[src/rtl/timer_pkg.sv]
// Shared types and defaults for the two-mode (stopwatch / count-down) timer.
package timer_pkg;

    typedef enum logic [2:0] {
        ST_IDLE  = 3'd0,
        ST_RUN   = 3'd1,
        ST_PAUSE = 3'd2,
        ST_HOLD  = 3'd3,
        ST_DONE  = 3'd4
    } state_e;

    localparam logic MODE_UP   = 1'b0;
    localparam logic MODE_DOWN = 1'b1;

    localparam int unsigned DEF_CNT_W     = 16;
    localparam int unsigned DEF_MAX_COUNT = 5999;
    localparam int unsigned DEF_TICK_DIV  = 100;

endpackage

[src/rtl/timer_mode_ctrl_tick_prescaler.sv]
// Free-running tick divider: one tick every TICK_DIV enabled cycles, frozen when disabled.
module tick_prescaler
    import timer_pkg::*;
#(
    parameter int unsigned TICK_DIV = DEF_TICK_DIV
) (
    input  logic clk,
    input  logic rst,
    input  logic en,
    input  logic clr,
    output logic tick
);

    localparam int unsigned PW = $clog2(TICK_DIV);
    localparam logic [PW-1:0] LAST = PW'(TICK_DIV - 1);

    logic [PW-1:0] pre_q, pre_d;

    always_comb begin
        pre_d = pre_q;
        if (clr) begin
            pre_d = '0;
        end else if (en) begin
            pre_d = (pre_q == LAST) ? '0 : pre_q + 1'b1;
        end
    end

    always_ff @(posedge clk) begin
        if (rst) begin
            pre_q <= '0;
        end else begin
            pre_q <= pre_d;
        end
    end

    assign tick = en && (pre_q == LAST);

endmodule

[src/rtl/timer_mode_ctrl.sv]
// Two-mode timer control FSM: owns the count register and drives the display-latch enable.
// Optional macro TIMER_MODE_CTRL_AUTORELOAD_EN: count-down reloads instead of stopping at zero.
module timer_mode_ctrl
    import timer_pkg::*;
#(
    parameter int unsigned TICK_DIV  = DEF_TICK_DIV,
    parameter int unsigned CNT_W     = DEF_CNT_W,
    parameter int unsigned MAX_COUNT = DEF_MAX_COUNT
) (
    input  logic             clk,
    input  logic             rst,
    input  logic             mode_sel,
    input  logic             start_stop,
    input  logic             lap,
    input  logic             load,
    input  logic [CNT_W-1:0] load_val,
    output logic [CNT_W-1:0] count,
    output logic             hold_en,
    output logic             running,
    output logic             expired
);

    localparam logic [CNT_W-1:0] MAX_C = CNT_W'(MAX_COUNT);
    localparam logic [CNT_W-1:0] ONE_C = CNT_W'(1);

    state_e           state_q, state_d;
    logic [CNT_W-1:0] count_q, count_d;
    logic             mode_q, mode_d;
    logic             expired_q, expired_d;
    logic             load_acc;
    logic             tick;
    logic             pre_en;
    logic             pre_clr;
    logic [CNT_W-1:0] load_sat;

`ifdef TIMER_MODE_CTRL_AUTORELOAD_EN
    logic [CNT_W-1:0] reload_q, reload_d;
`endif

    assign load_sat = (load_val > MAX_C) ? MAX_C : load_val;
    assign pre_en   = (state_q == ST_RUN) || (state_q == ST_HOLD);

    always_comb begin
        state_d   = state_q;
        count_d   = count_q;
        mode_d    = mode_q;
        expired_d = expired_q;
        load_acc  = 1'b0;
`ifdef TIMER_MODE_CTRL_AUTORELOAD_EN
        reload_d  = reload_q;
`endif
        unique case (state_q)
            ST_IDLE: begin
                mode_d = mode_sel;
                if (load) begin
                    load_acc = 1'b1;
                end else if (start_stop && !(mode_sel == MODE_DOWN && count_q == '0)) begin
                    state_d = ST_RUN;
                end
            end
            ST_PAUSE: begin
                if (load) begin
                    load_acc = 1'b1;
                end else if (start_stop) begin
                    state_d = ST_RUN;
                end
            end
            ST_DONE: begin
                if (load) begin
                    load_acc = 1'b1;
                end else if (start_stop) begin
                    state_d   = ST_IDLE;
                    expired_d = 1'b0;
                end
            end
            ST_RUN, ST_HOLD: begin
                expired_d = 1'b0;
                if (start_stop) begin
                    state_d = ST_PAUSE;
                end else if (lap) begin
                    state_d = (state_q == ST_RUN) ? ST_HOLD : ST_RUN;
                end
                // Tick handling runs after the button decode so reaching zero overrides any pending transition.
                if (tick) begin
                    if (mode_q == MODE_UP) begin
                        count_d = (count_q >= MAX_C) ? '0 : count_q + 1'b1;
                    end else if (count_q <= ONE_C) begin
`ifdef TIMER_MODE_CTRL_AUTORELOAD_EN
                        if (reload_q != '0) begin
                            count_d   = reload_q;
                            expired_d = 1'b1;
                        end else begin
                            count_d   = '0;
                            expired_d = 1'b1;
                            state_d   = ST_DONE;
                        end
`else
                        count_d   = '0;
                        expired_d = 1'b1;
                        state_d   = ST_DONE;
`endif
                    end else begin
                        count_d = count_q - 1'b1;
                    end
                end
            end
            default: begin
                state_d = ST_IDLE;
            end
        endcase

        if (load_acc) begin
            count_d   = load_sat;
            expired_d = 1'b0;
            state_d   = ST_IDLE;
`ifdef TIMER_MODE_CTRL_AUTORELOAD_EN
            reload_d  = load_sat;
`endif
        end
    end

    assign pre_clr = load_acc || ((state_d == ST_IDLE) && (state_q != ST_IDLE));

    tick_prescaler #(
        .TICK_DIV(TICK_DIV)
    ) u_prescaler (
        .clk (clk),
        .rst (rst),
        .en  (pre_en),
        .clr (pre_clr),
        .tick(tick)
    );

    always_ff @(posedge clk) begin
        if (rst) begin
            state_q   <= ST_IDLE;
            count_q   <= '0;
            mode_q    <= MODE_UP;
            expired_q <= 1'b0;
        end else begin
            state_q   <= state_d;
            count_q   <= count_d;
            mode_q    <= mode_d;
            expired_q <= expired_d;
        end
    end

`ifdef TIMER_MODE_CTRL_AUTORELOAD_EN
    always_ff @(posedge clk) begin
        if (rst) begin
            reload_q <= '0;
        end else begin
            reload_q <= reload_d;
        end
    end
`endif

    assign count   = count_q;
    assign hold_en = (state_q != ST_HOLD);
    assign running = (state_q == ST_RUN) || (state_q == ST_HOLD);
    assign expired = expired_q;

endmodule

[config.mk]
export PLATFORM = sky130hd
export DESIGN_NAME = timer_mode_ctrl
export DESIGN_NICKNAME = d
export VERILOG_FILES = /design/src/rtl/timer_pkg.sv /design/src/rtl/timer_mode_ctrl_tick_prescaler.sv /design/src/rtl/timer_mode_ctrl.sv
export SDC_FILE = /design/constraint.sdc
export NUM_CORES = 1
export LEC_CHECK = 0
export ABC_AREA = 1
export CAP_MARGIN = 10
export CORE_MARGIN = 4
export CORE_UTILIZATION = 45
export DETAILED_ROUTE_END_ITERATION = 16
export PLACE_DENSITY = 0.73
export SLEW_MARGIN = 10
export SYNTH_ARGS = -nofsm -noshare
export SYNTH_HDL_FRONTEND = slang
export SYNTH_SLANG_ARGS = --single-unit
[constraint.sdc]
create_clock -name clk -period 2 [get_ports clk]
set_input_delay 0.4 -clock clk [delete_from_list [all_inputs] [get_ports clk]]
set_output_delay 0.4 -clock clk [all_outputs]
set_load 0.01 [all_outputs]
==> results_dict.tcl <==
set metrics [dict create \
    finalHoldViolCount 0 \
    path_clk_slew_ns 0.10 \
    die_w_um 79.9 \
    power_per_cell_area_nw_per_um2 495 \
    cts_inserted_buffers 3 \
    gp_congestion 0.906 \
    final_core_util 0.607 \
    reg2regPathDepth 13 \
    layout-drive-gt1-share 0.115 \
    pwr-share-clk 0.253 \
    io_pins 41 \
    first_pass_iters 5 \
    grt_max_degree 20 \
    hold_class "reg2reg" \
    clock-sinks 28 \
    coreArea_sq_um 4850 \
    status "finished clean" \
    max_cap_violations 0 \
    worstSetupEndpoint "u_prescaler.pre_q[5]$_SDFFE_PP0P_" \
    antenna_found_initial 0 \
    fin_crit_ns 1.87 \
    crit_path_end_kind "register" \
    slew_headroom 0.735 \
    synth.largest_area_cell "dfxtp_1" \
    synth.area.top_cells "dfxtp_1 24%, nand2_1 13%, a21oi_1 9.0%" \
    finClkSkew_ns 0.00356 \
    track_usage 0.216 \
    p_total_mw 1.46 \
    ys.flop_type "dfxtp_1" \
    grt_pass1_vias 2434 \
    dpl.hpwl_um 5130 \
    fp.dieArea_sq_um 6380 \
    ant_nets 0 \
    ys_seq_area_frac 0.241 \
    tightestPinTransition_ns 0.395 \
    dr.first_iter.drc_count 212 \
    synth_edf_count 0 \
    syn_to_final_growth_pct 26.8 \
    tns_ns 0 \
    start_util 0.479 \
    r2r_end "u_prescaler.pre_q[5]$_SDFFE_PP0P_" \
    cp_max_fo 7 \
    placementRows 25 \
    fill_cells 472 \
    path_class "reg2reg" \
    synth_cells 377 \
    finalCritPeriodShare 0.935 \
    ys_types 34 \
    wl_per_cell_um 13.2 \
    required_ns 2.18 \
    setup_violations 0 \
    grt_overflow 0 \
    crit_start "count[0]$_SDFFE_PP0P_" \
    critPathLaunchType "register" \
    p_leak_nw 1.26 \
    placed_cell_area_sq_um 2880 \
    vdd_ir_drop_max_uv 311 \
    grt_pass1_wl_um 11100 \
    p_int_mw 0.965 \
    postSynthAreaPerCell_sq_um 6.16 \
    cts_tree "yes" \
    pwr-share-seq 0.420 \
    num_vias 2611 \
    async_reset_ff_frac 0 \
    reg2reg_from "count[0]$_SDFFE_PP0P_" \
    clk_path_buf_depth 2 \
    switching_share 0.338 \
    nets 455 \
    regToRegSetupSlack_ns 0.13 \
    rsz0062_at_grt "false" \
    syn_area_sq_um 2320 \
    htreeDepth 1 \
    slew_viol_final 0 \
    cp.arrival_ns 2.05 \
    combPwrFrac 0.326 \
    yosys.area.top_type_share 0.241 \
    synth_warnings 0 \
    clk_latency_ns 0.28 \
    max_freq_mhz 535 \
    n_antenna_cell 0 \
    viasPerCell 5.29 \
    wirelength_um 6540 \
    p_sw_mw 0.492 \
    port_buffers 40 \
    synth_nets 404 \
    yosys_register_bits 28 \
    root_buffer "clkbuf_8" \
    route.detailed.drc 0 \
    die_h_um 79.9 \
    design_area_sq_um 2950 \
]
## critical path, stage by stage, from the launching register on
cell and delay [ns]:
dfxtp_2 0.35, inv_1 0.11, ha_1 0.26, nand2_4 0.10, nor2_8 0.16, inv_4 0.06, nand2_4 0.08, nand3_2 0.13
nand2_1 0.09, nand2_1 0.05, nand2_1 0.11, nand3_2 0.11, nand2_4 0.12, nor2_1 0.05
## worst min-delay path by stage
stage / end / cells after the start / start
global placement: count[15]$_SDFFE_PP0P_ / 2 / count[15]$_SDFFE_PP0P_
finish: count[15]$_SDFFE_PP0P_ / 2 / count[15]$_SDFFE_PP0P_
detailed placement: count[15]$_SDFFE_PP0P_ / 2 / count[15]$_SDFFE_PP0P_
global route: expired$_SDFFE_PP0P_ / 2 / expired$_SDFFE_PP0P_
CTS: count[15]$_SDFFE_PP0P_ / 2 / count[15]$_SDFFE_PP0P_
floorplan: mode_q$_SDFFE_PP0P_ / 2 / mode_q$_SDFFE_PP0P_
## Yosys cell counts (all sizes together) (2+ instances only)
| cell | count |
|---|---|
| buf | 9 |
| nor2 | 48 |
| ha | 5 |
| xor2 | 11 |
| or2 | 3 |
| nor3 | 15 |
| xnor2 | 2 |
| clkbuf | 2 |
| a21oi | 43 |
| nand2 | 87 |
| nand4 | 8 |
| dfxtp | 28 |
| nand3 | 21 |
| o21ai | 31 |
| a31oi | 4 |
| inv | 55 |
| o211ai | 2 |
## flip-flops by register name, summed over array words and instances, names as in the netlist
| signal | cells |
|---|---|
| count | 16 |
| mode_q | 1 |
| expired | 1 |
| state_q | 3 |
| u_prescaler.pre_q | 7 |
## metrics by stage
stage | cells | hold WS [ns] | setup WS [ns]
finish | 494 | 0.522 | 0.130
global route | 494 | 0.557 | 0.00319
global placement | 490 | 0.511 | -0.0128
floorplan | 377 | 0.489 | 0.263
CTS | 494 | 0.523 | 0.0447
detailed placement | 490 | 0.506 | 0.0321
## kinds of logic (layout without fill, tap and decap cells)
family          after synthesis  after routing  synth area share
compound gates               82             82             0.187
xor+xnor                     13             13            0.0490
fa+ha+maj                     5              5            0.0269
buf+inv                      67            117             0.121
flops                        28             28             0.241
simple gates                182            182             0.375
## cells in the final DEF (no fill, tap or decap), types with 4 or more instances in the layout
cell type / count
inv_2: 4
xor2_1: 11
clkbuf_8: 4
a31oi_1: 4
nor2_1: 40
a21oi_1: 42
inv_1: 50
nand2_4: 5
o21ai_0: 29
nand4_1: 8
clkdlybuf4s50_1: 39
nor3_1: 15
dfxtp_1: 27
buf_4: 16
nand3_1: 19
ha_1: 5
nand2_1: 80
## repair_timing
item / CTS / global route
cloned: 0 / 0
buffers inserted: 0 / 0
hold buffers: 0 / 0
gates resized for setup: 1 / 3
pin swaps: 0 / 0
setup endpoints to repair: 1 / 6
## routing by layer
metal  vias up  track usage  wire length [um]  part of all wire
met5         -            0                 0                 0
met4         0       0.0557                79             0.012
met3        10       0.0192               421             0.064
met2       109        0.382              3150              0.48
met1      1167        0.281              2890              0.44
li1       1325            -                 -                 -
## layout make-up
type | count | area, sq um | share of cell area
Sequential cell | 28 | 562 | 0.191
Inverter | 56 | 213 | 0.0722
Tap cell | 67 | 83.8 | 0.0285
Timing Repair Buffer | 57 | 543 | 0.184
Clock buffer | 4 | 55.1 | 0.0187
Multi-Input combinational cell | 282 | 1490 | 0.506
## power by group through the flow
stage / sequential, mW / combinational (mW) / clock, mW
6_report: 0.613 / 0.476 / 0.369
5_1_grt: 0.618 / 0.528 / 0.402
4_1_cts: 0.612 / 0.471 / 0.373
3_5_place_dp: 0.625 / 0.468 / 0
3_3_place_gp: 0.625 / 0.462 / 0
2_1_floorplan: 0.626 / 0.298 / 0
Power figures use the tool's default switching activity.
